**config.mk**
```make
export PLATFORM = sky130hd
export DESIGN_NAME = serial_bridge
export DESIGN_NICKNAME = d
export VERILOG_FILES = /design/src/rtl/serial_bridge_pkg.sv /design/src/rtl/serial_bridge_sync_fifo.sv /design/src/rtl/serial_bridge.sv
export SDC_FILE = /design/constraint.sdc
export NUM_CORES = 1
export LEC_CHECK = 0
export ABC_AREA = 1
export CORE_MARGIN = 5
export CORE_UTILIZATION = 65
export CTS_CLUSTER_DIAMETER = 120
export DETAILED_ROUTE_END_ITERATION = 10
export GPL_ROUTABILITY_DRIVEN = 0
export GPL_TIMING_DRIVEN = 0
export MAX_ROUTING_LAYER = met4
export PLACE_DENSITY_LB_ADDON = 0.2
export RECOVER_POWER = 25
export SLEW_MARGIN = 30
export SYNTH_ARGS = -nofsm -noshare
export SYNTH_HDL_FRONTEND = slang
export SYNTH_SLANG_ARGS = --single-unit
```
**constraint.sdc**
```tcl
create_clock -name clock -period 5.2 [get_ports clock]
set_input_delay 0.78 -clock clock [delete_from_list [all_inputs] [get_ports clock]]
set_output_delay 0.78 -clock clock [all_outputs]
set_load 0.03 [all_outputs]
```
**src/rtl/serial_bridge_pkg.sv**
```systemverilog
// Shared constants and state encodings for serial_bridge.
// Defining SERIAL_BRIDGE_PARITY_EN adds a PARITY state to both UART paths.
package serial_bridge_pkg;

  localparam int   DATA_BITS       = 8;
  localparam logic UART_IDLE_LEVEL = 1'b1;

`ifdef SERIAL_BRIDGE_PARITY_EN
  typedef enum logic [2:0] {TX_IDLE, TX_START, TX_DATA, TX_PARITY, TX_STOP} txState_t;
  typedef enum logic [2:0] {RX_IDLE, RX_START, RX_DATA, RX_PARITY, RX_STOP} rxState_t;
`else
  typedef enum logic [1:0] {TX_IDLE, TX_START, TX_DATA, TX_STOP} txState_t;
  typedef enum logic [1:0] {RX_IDLE, RX_START, RX_DATA, RX_STOP} rxState_t;
`endif

  function automatic logic evenParity(input logic [DATA_BITS-1:0] data);
    return ^data;
  endfunction

endpackage

```
**src/rtl/serial_bridge_sync_fifo.sv**
```systemverilog
// Show-ahead synchronous FIFO; the head word is valid whenever empty is low.
module sync_fifo #(
  parameter int W     = 8,
  parameter int DEPTH = 16
) (
  input  logic         clock,
  input  logic         reset,
  input  logic         push,
  input  logic [W-1:0] pushData,
  input  logic         pop,
  output logic [W-1:0] popData,
  output logic         full,
  output logic         empty
);

  localparam int AW = $clog2(DEPTH);
  localparam logic [AW:0] FULL_COUNT = (AW + 1)'(DEPTH);

  logic [W-1:0]  mem [DEPTH];
  logic [AW-1:0] wrPtr;
  logic [AW-1:0] rdPtr;
  logic [AW:0]   count;
  logic          doPush;
  logic          doPop;

  // A full FIFO still takes a push when the same cycle frees a slot.
  assign doPush  = push && (!full || pop);
  assign doPop   = pop && !empty;
  assign full    = (count == FULL_COUNT);
  assign empty   = (count == '0);
  assign popData = mem[rdPtr];

  always_ff @(posedge clock) begin
    if (reset) begin
      wrPtr <= '0;
      rdPtr <= '0;
      count <= '0;
    end else begin
      if (doPush) wrPtr <= wrPtr + AW'(1);
      if (doPop)  rdPtr <= rdPtr + AW'(1);
      case ({doPush, doPop})
        2'b10:   count <= count + (AW + 1)'(1);
        2'b01:   count <= count - (AW + 1)'(1);
        default: count <= count;
      endcase
    end
  end

  always_ff @(posedge clock) begin
    if (doPush) mem[wrPtr] <= pushData;
  end

endmodule

```
**src/rtl/serial_bridge.sv**
```systemverilog
// Processor serial port to UART bridge with TX and RX byte FIFOs.
// Define SERIAL_BRIDGE_PARITY_EN for 11-bit frames carrying an even-parity bit.
module serial_bridge
  import serial_bridge_pkg::*;
#(
  parameter int CLKS_PER_BIT = 434,
  parameter int FIFO_DEPTH   = 16
) (
  input  logic       clock,
  input  logic       reset,
  output logic [7:0] serial_out_data,
  output logic       serial_valid_out,
  input  logic       serial_rden_in,
  output logic       serial_ready_out,
  input  logic [7:0] serial_in_data,
  input  logic       serial_wren_in,
  input  logic       uart_rx,
  output logic       uart_tx,
  output logic       rx_overrun,
  output logic       rx_frame_err
);

  localparam int CW = $clog2(CLKS_PER_BIT);
  localparam logic [CW-1:0] BAUD_LAST = CW'(CLKS_PER_BIT - 1);
  localparam logic [CW-1:0] HALF_LAST = CW'(CLKS_PER_BIT / 2 - 1);
  localparam logic [2:0]    LAST_BIT  = 3'(DATA_BITS - 1);

  logic [7:0] txHead, rxHead;
  logic       txFull, txEmpty, txPush, txPop;
  logic       rxFull, rxEmpty, rxPush;

  txState_t      txState;
  logic [CW-1:0] txCnt;
  logic [2:0]    txBit;
  logic [7:0]    txShift;
  logic          uartTxReg;
  logic          txBaudDone;

  rxState_t      rxState;
  logic [CW-1:0] rxCnt;
  logic [2:0]    rxBit;
  logic [7:0]    rxShift;
  logic          rxMeta, rxSync;
  logic          rxWaitHigh;
  logic          rxBaudDone;
  logic          rxFrameOk;
  logic          overrunReg, frameErrReg;
`ifdef SERIAL_BRIDGE_PARITY_EN
  logic          rxParityBad;
`endif

  sync_fifo #(.W(8), .DEPTH(FIFO_DEPTH)) txFifo (
    .clock(clock), .reset(reset), .push(txPush), .pushData(serial_in_data),
    .pop(txPop), .popData(txHead), .full(txFull), .empty(txEmpty)
  );

  sync_fifo #(.W(8), .DEPTH(FIFO_DEPTH)) rxFifo (
    .clock(clock), .reset(reset), .push(rxPush), .pushData(rxShift),
    .pop(serial_rden_in), .popData(rxHead), .full(rxFull), .empty(rxEmpty)
  );

  // Writes while not ready are ignored, so the TX FIFO never sees a push when full.
  assign txPush           = serial_wren_in && !txFull;
  assign txPop            = (txState == TX_IDLE) && !txEmpty;
  assign serial_ready_out = !txFull;
  assign serial_valid_out = !rxEmpty;
  assign serial_out_data  = rxEmpty ? 8'h00 : rxHead;
  assign uart_tx          = uartTxReg;
  assign rx_overrun       = overrunReg;
  assign rx_frame_err     = frameErrReg;

  assign txBaudDone = (txCnt == BAUD_LAST);
  assign rxBaudDone = (rxCnt == BAUD_LAST);
`ifdef SERIAL_BRIDGE_PARITY_EN
  assign rxFrameOk  = rxSync && !rxParityBad;
`else
  assign rxFrameOk  = rxSync;
`endif
  assign rxPush = (rxState == RX_STOP) && rxBaudDone && rxFrameOk;

  always_ff @(posedge clock) begin
    if (reset) begin
      txState   <= TX_IDLE;
      txCnt     <= '0;
      txBit     <= '0;
      txShift   <= '0;
      uartTxReg <= UART_IDLE_LEVEL;
    end else begin
      txCnt <= txBaudDone ? '0 : txCnt + CW'(1);
      case (txState)
        TX_IDLE: begin
          txCnt     <= '0;
          uartTxReg <= UART_IDLE_LEVEL;
          if (!txEmpty) begin
            txShift   <= txHead;
            uartTxReg <= ~UART_IDLE_LEVEL;
            txState   <= TX_START;
          end
        end
        TX_START: begin
          if (txBaudDone) begin
            txBit     <= '0;
            uartTxReg <= txShift[0];
            txState   <= TX_DATA;
          end
        end
        TX_DATA: begin
          if (txBaudDone) begin
            if (txBit == LAST_BIT) begin
`ifdef SERIAL_BRIDGE_PARITY_EN
              uartTxReg <= evenParity(txShift);
              txState   <= TX_PARITY;
`else
              uartTxReg <= UART_IDLE_LEVEL;
              txState   <= TX_STOP;
`endif
            end else begin
              txBit     <= txBit + 3'd1;
              uartTxReg <= txShift[txBit + 3'd1];
            end
          end
        end
`ifdef SERIAL_BRIDGE_PARITY_EN
        TX_PARITY: begin
          if (txBaudDone) begin
            uartTxReg <= UART_IDLE_LEVEL;
            txState   <= TX_STOP;
          end
        end
`endif
        TX_STOP: begin
          if (txBaudDone) txState <= TX_IDLE;
        end
        default: txState <= TX_IDLE;
      endcase
    end
  end

  // After a stop-bit error the receiver ignores the line until it is seen high again.
  always_ff @(posedge clock) begin
    if (reset) begin
      rxMeta      <= UART_IDLE_LEVEL;
      rxSync      <= UART_IDLE_LEVEL;
      rxState     <= RX_IDLE;
      rxCnt       <= '0;
      rxBit       <= '0;
      rxShift     <= '0;
      rxWaitHigh  <= 1'b0;
      overrunReg  <= 1'b0;
      frameErrReg <= 1'b0;
`ifdef SERIAL_BRIDGE_PARITY_EN
      rxParityBad <= 1'b0;
`endif
    end else begin
      rxMeta <= uart_rx;
      rxSync <= rxMeta;
      rxCnt  <= rxBaudDone ? '0 : rxCnt + CW'(1);
      case (rxState)
        RX_IDLE: begin
          rxCnt <= '0;
          if (rxWaitHigh) begin
            if (rxSync) rxWaitHigh <= 1'b0;
          end else if (!rxSync) begin
            rxState <= RX_START;
          end
        end
        RX_START: begin
          if (rxCnt == HALF_LAST) begin
            rxCnt   <= '0;
            rxBit   <= '0;
            rxState <= rxSync ? RX_IDLE : RX_DATA;
          end
        end
        RX_DATA: begin
          if (rxBaudDone) begin
            rxShift[rxBit] <= rxSync;
            if (rxBit == LAST_BIT) begin
`ifdef SERIAL_BRIDGE_PARITY_EN
              rxState <= RX_PARITY;
`else
              rxState <= RX_STOP;
`endif
            end else begin
              rxBit <= rxBit + 3'd1;
            end
          end
        end
`ifdef SERIAL_BRIDGE_PARITY_EN
        RX_PARITY: begin
          if (rxBaudDone) begin
            rxParityBad <= (rxSync != evenParity(rxShift));
            rxState     <= RX_STOP;
          end
        end
`endif
        RX_STOP: begin
          if (rxBaudDone) begin
            rxState <= RX_IDLE;
            if (!rxSync) begin
              frameErrReg <= 1'b1;
              rxWaitHigh  <= 1'b1;
            end else if (!rxFrameOk) begin
              frameErrReg <= 1'b1;
            end else if (rxFull && !serial_rden_in) begin
              overrunReg <= 1'b1;
            end
          end
        end
        default: rxState <= RX_IDLE;
      endcase
    end
  end

endmodule

```
# After elaboration in Yosys (flattened, before gate mapping)
# Memories as Yosys holds them, arrays and structs flattened. A register that Yosys moved wholly into a read port is not among the register bits.
# Index checks and enable logic that the tools add are counted.
[totals]
regBits = 68
latchBits = 0
mem_bits_rw = 256
mem_bits_ro = 0
inputBits = 13
out_inout_bits = 13
elab_cells = 156
n_memories = 2
[op_classes]
addsub = 12
multipliers = 0
div = 0
magnitude_cmp = 3
n_eq_ne = 31
shifts = 0
n_mux = 49
bitwise_logic = 2
reduce_logical = 38
[memory_table]
columns = ["name", "words", "word_bits", "rd", "rd_clocked_by_memory_dff", "wr", "line_no", "rtl"]
rows = [
  ["rxFifo.mem", 16, 8, 1, 1, 1, "serial_bridge_sync_fifo.sv:19", "logic [W-1:0] mem [DEPTH];"],
  ["txFifo.mem", 16, 8, 1, 1, 1, "serial_bridge_sync_fifo.sv:19", ""],
]
[ops]
columns = ["cell", "count"]
rows = [
  ["$ne A2 B2 Y1 const B", 14],
  ["$mux W2", 12],
  ["$pmux W5 S2", 2],
  ["$add A9 B1 Y9 const B", 2],
  ["$eq A9 B9 Y1 const B", 2],
  ["$mux W3", 6],
  ["$mux W9", 2],
  ["$pmux W9 S2", 1],
  ["$add A4 B1 Y4 const B", 4],
  ["$pmux W2 S4", 2],
  ["$mux W1", 14],
  ["$eq A2 B2 Y1 const B", 6],
  ["$pmux W3 S2", 2],
  ["$reduce_and A4 Y1", 3],
  ["$add A5 B1 Y5 const B", 2],
  ["$eq A5 B5 Y1 const B", 2],
  ["$logic_and A1 B1 Y1", 10],
  ["$logic_not A5 Y1", 2],
  ["$reduce_bool A2 Y1", 5],
  ["$sub A5 B1 Y5 const B", 2],
  ["$eq A9 B8 Y1 const B", 1],
  ["$reduce_and A3 Y1", 3],
  ["$bwmux W8", 1],
  ["$eq A2 B1 Y1 const B", 4],
  ["other kinds (19)", 31],
]

# Logic depth before layout (Yosys ltp)
[depth]
word_depth = 7
mapped_depth = 18

# Cells and area by module
# A second synthesis with hierarchy kept.
[hier_totals]
hier_cells = 1442
area_unflattened_um2 = 15001.9
[modules_own_cells]
columns = ["module", "instances", "cells_per_inst", "area_per_inst_um2", "seq_area_each_um2"]
rows = [
  ["sync_fifo at rxFifo", 1, 548, 6256.0, 4184.0],
  ["sync_fifo at txFifo", 1, 544, 6231.0, 4184.0],
  ["serial_bridge", 1, 350, 2514.9, 1001.0],
]

# Worst setup path before layout
# OpenSTA, ideal clock, no wires.
[synth_path]
path_type = "input -> register"
start = "input serial_rden_in"
end = "register rxFifo.count[4]"
setup_time_ns = 0.071
arrival_time_ns = 2.314
path_slack_ns = 2.815
cell_stages = 16
cell_sequence = "inv_1 -> nand4_1 -> inv_1 -> nor2_4 -> inv_2 -> ha_1 -> xor2_1 -> ha_1 -> inv_1 -> nand2_1 -> nand3_1 -> nand2_1 -> nand2_1 -> nand2_1 -> nand2_1 -> a21oi_1"
[synth_via]
elab_chain_len = 4
elab_cells_between_ends = 7
classes_between = "eq/ne: 2; mux: 1; reduce/logical: 4"
[synth_lines]
columns = ["element", "line_no", "rtl"]
rows = [
  ["start, declared", "serial_bridge.sv:13", "input logic serial_rden_in,"],
  ["$logic_or A1 B1 Y1", "serial_bridge_sync_fifo.sv:27", "assign doPush = push && (!full || pop);"],
  ["$logic_and A1 B1 Y1", "serial_bridge_sync_fifo.sv:27", ""],
  ["$eq A2 B1 Y1 or $eq A2 B2 Y1 (tied branches)", "serial_bridge_sync_fifo.sv:41", "case ({doPush, doPop})"],
  ["$pmux W5 S2 or $reduce_bool A2 Y1 (tied branches)", "n/a", ""],
  ["end signal, assigned", "serial_bridge_sync_fifo.sv:42", "2'b10: count <= count + (AW + 1)'(1);"],
  ["end signal, assigned", "serial_bridge_sync_fifo.sv:43", "2'b01: count <= count - (AW + 1)'(1);"],
  ["end signal, assigned", "serial_bridge_sync_fifo.sv:44", "default: count <= count;"],
  ["end, declared", "serial_bridge_sync_fifo.sv:22", "logic [AW:0] count;"],
]
# Several ways; a longest one is shown, not always the timed one.
# A chain may end at the register's enable or synchronous reset.

==> out/metrics.csv <==
metric,value,unit
fmax,0.276,GHz
sequentialPowerShare,0.402,
finish.net_count,1508,
synthMuxAreaShare,0,
tightest_slew,0.986,ns
hold_depth,1,
rsz0062_at_grt,no,
worstSetupPathType,reg2out,
final_layout_size_suffix_gt1_frac,0.0679,
syn_to_final_growth,11.4,%
grt_max_degree,18,
routed_wl,33300,um
drtIter0Drc,1251,
cts_tree,done,
hold-path-endpoint,rxFrameOk$_SDFF_PP1_,
crit_slowest_cell,clkdlybuf4s50_1,
synth_compound_area_frac,0.0824,
antenna_found_initial,0,
critPathMaxStageDelay,0.69,ns
die_y,159,um
hold_viol_final,0,
async_flop_share,0,
grt_pass1_wl,52800,um
reg2regPathDepth,13,
reg2reg_from,txState[0]$_SDFFE_PP0P_,
end_kind,output pin,
p_per_area,481,mW/mm^2
post_cts_resized,0,
vias,10300,
dr.pass1.iters,7,
cp.required,4.42,ns
start_util,0.658,
clock-sinks,336,
clkPwrFrac,0.302,
root_buffer,clkbuf_16,
timing.slew.headroom,0.340,
status,"complete, no violations",
synth-edff-count,256,
place_area,0.0150,sq mm
synth_area,0.0144,sq mm
fin_tns_setup,0,ns
hp-class,reg2reg,
clockBufferDepth,3,
nFillCells,1484,
htree_levels,2,
clkLatencyLatePin,0.53,ns
ant_nets,0,
hpwlAfterDp,21900,um
final-seq-area,0.00929,sq mm
holdBufCountCts,0,
synth_top_family_by_area,simple AND/OR/NAND/NOR gates,
synth.top_cell.area_share,0.535,
core_area,0.0218,sq mm
switching_share,0.342,
yosysSeqAreaShare,0.647,
numPortBuffers,24,
cts_buffers,35,
synthAdderAreaFrac,0.0284,
clock_skew,0.0341,ns
synth_area_leaders,"edfxtp_1, dfxtp_1, nor2_1",
row_count,54,
crit_chain,"inv_2, buf_2, nand2_1, nand3_1, nand2_1, a21oi_1, o31ai_1, a21oi_1, clkdlybuf4s50_1",
die_x,159,um
synth-seq-cells,336,
drv_slew,0,
netlist_instances,1402,
viasPerCell,5.83,
worstPathArrival,2.84,ns
multi_input_area,0.00444,sq mm
cp_max_fo,10,
ys_warn_count,0,
yosysUniqueCellTypes,41,
p_sw,0.00263,W
cell_internal_pwr,0.00507,W
yosysTopAreaCell,edfxtp_1,
ys_top_cells_by_count,"nor2_1, edfxtp_1, nand2_1, nand3_1, o21ai_0",
power_frac_comb,0.295,
wire_per_inst,18.8,um
final_cell_area,0.0160,sq mm
antenna_cells,0,
hold_path.startpoint,rxMeta$_SDFF_PP1_,
p_leak,5.99,nW
timing.final.crit_period,3.62,ns
drc,0,
grt_usage,0.281,
cap_violations,0,
postLayoutCoreUtil,0.733,
vdd_drop_max,300,uV
timing.rr.end,txFifo.count[4]$_SDFFE_PP0P_,
synth.most_common_cell,nor2_1,
synth-xor-area-share,0.00976,
grt_pass1_vias,10100,
postCtsSetupRepairBufs,0,
grt_overflow_total,0,
die_area,0.0252,sq mm
ys.flop_type,edfxtp_1,
r2r_slack,2.55,ns
start_kind,flop,
final-setup-viol-count,0,
synth_nets,1447,
period_share,0.696,
top_level_ports,26,
synth-simple-area-share,0.189,
syn_area_per_cell,10.2,sq um
clk_pin_slew,0.06,ns
power groups by stage:
stage          sequential (W)  clock (W)  combinational, W
6_report              0.00310    0.00233           0.00227
5_1_grt               0.00311    0.00246           0.00252
4_1_cts               0.00309    0.00234           0.00225
3_5_place_dp          0.00315          0           0.00222
3_3_place_gp          0.00314          0           0.00215
2_1_floorplan         0.00313          0           0.00153
sequential cells by signal, summed over array words and instances (netlist names), 2 cells and up, named ones only:
register and flops:
txFifo.rdPtr 4, txShift 8, rxFifo.mem 128, rxFifo.wrPtr 4, rxFifo.count 5, txFifo.count 5
txBit 3, txFifo.mem 128, rxShift 8, txCnt 9, rxFifo.rdPtr 4, txState 2
txFifo.wrPtr 4, rxCnt 9, rxBit 3
cells by family (layout without fill, tap and decap cells):
family	Yosys count	in the layout
AND/OR/NAND/NOR	646	646
flip-flops	336	336
XOR/XNOR	16	16
AO/OA/AOI/OAI	220	220
adder cells (fa/ha/maj)	32	32
buffers and inverters	152	237
worst max-delay path: cells and delay by family (launching register included):
family,cells,cell delay [ns]
buffers and inverters,3,1.18
and+or+nand+nor,3,0.26
DFF,1,0.33
AOI/OAI and AO/OA,3,0.55
cell type report:
cell class,count,share of cell area
tap,280,0.0219
inverter,95,0.0225
sequential,336,0.580
multi-input combinational,914,0.277
timing repair buffer,24,0.0150
buffer,57,0.0170
clock inverter,11,0.00586
clock buffer,50,0.0602
worst max path at each step:
stage	start	end	slack [ns]	cells past startpoint
final	flop	serial_out_data[1]	1.58	9
after global routing	flop	serial_out_data[2]	1.46	7
after floorplan	serial_rden_in	rxFifo.count[4]$_SDFFE_PP0P_	2.82	16
after global placement	serial_rden_in	rxFifo.count[4]$_SDFFE_PP0P_	2.10	17
after CTS	flop	serial_out_data[1]	1.60	9
after detailed placement	serial_rden_in	rxFifo.count[4]$_SDFFE_PP0P_	2.05	17
stage by stage:
| stage | hold slack [ns] | total power, W | instances | setup WS (ns) |
|---|---|---|---|---|
| final | 0.412 | 0.00770 | 1767 | 1.58 |
| after global routing | 0.441 | 0.00809 | 1767 | 1.46 |
| after CTS | 0.414 | 0.00768 | 1767 | 1.60 |
| after detailed placement | 0.402 | 0.00537 | 1706 | 2.05 |
| after global placement | 0.395 | 0.00529 | 1706 | 2.10 |
| after floorplan | 0.389 | 0.00466 | 1402 | 2.82 |
layout by cell type, fill, tap and decap left out, types with 36 or more instances in the layout:
cell type and count:
a21oi_1 83, clkbuf_1 39, clkbuf_16 36, dfxtp_1 80, edfxtp_1 256, inv_1 83
nand2_1 229, nand3_1 109, nor2_1 266, o21ai_0 96
layer usage:
layer | vias up | track usage | routed length, um
met5 | - | - | 0
met3 | 92 | 0.0631 | 3410
met2 | 517 | 0.437 | 15800
met1 | 4782 | 0.380 | 13300
li1 | 4916 | - | -
met4 | 0 | 0.0751 | 874
Power figures use the tool's default switching activity.
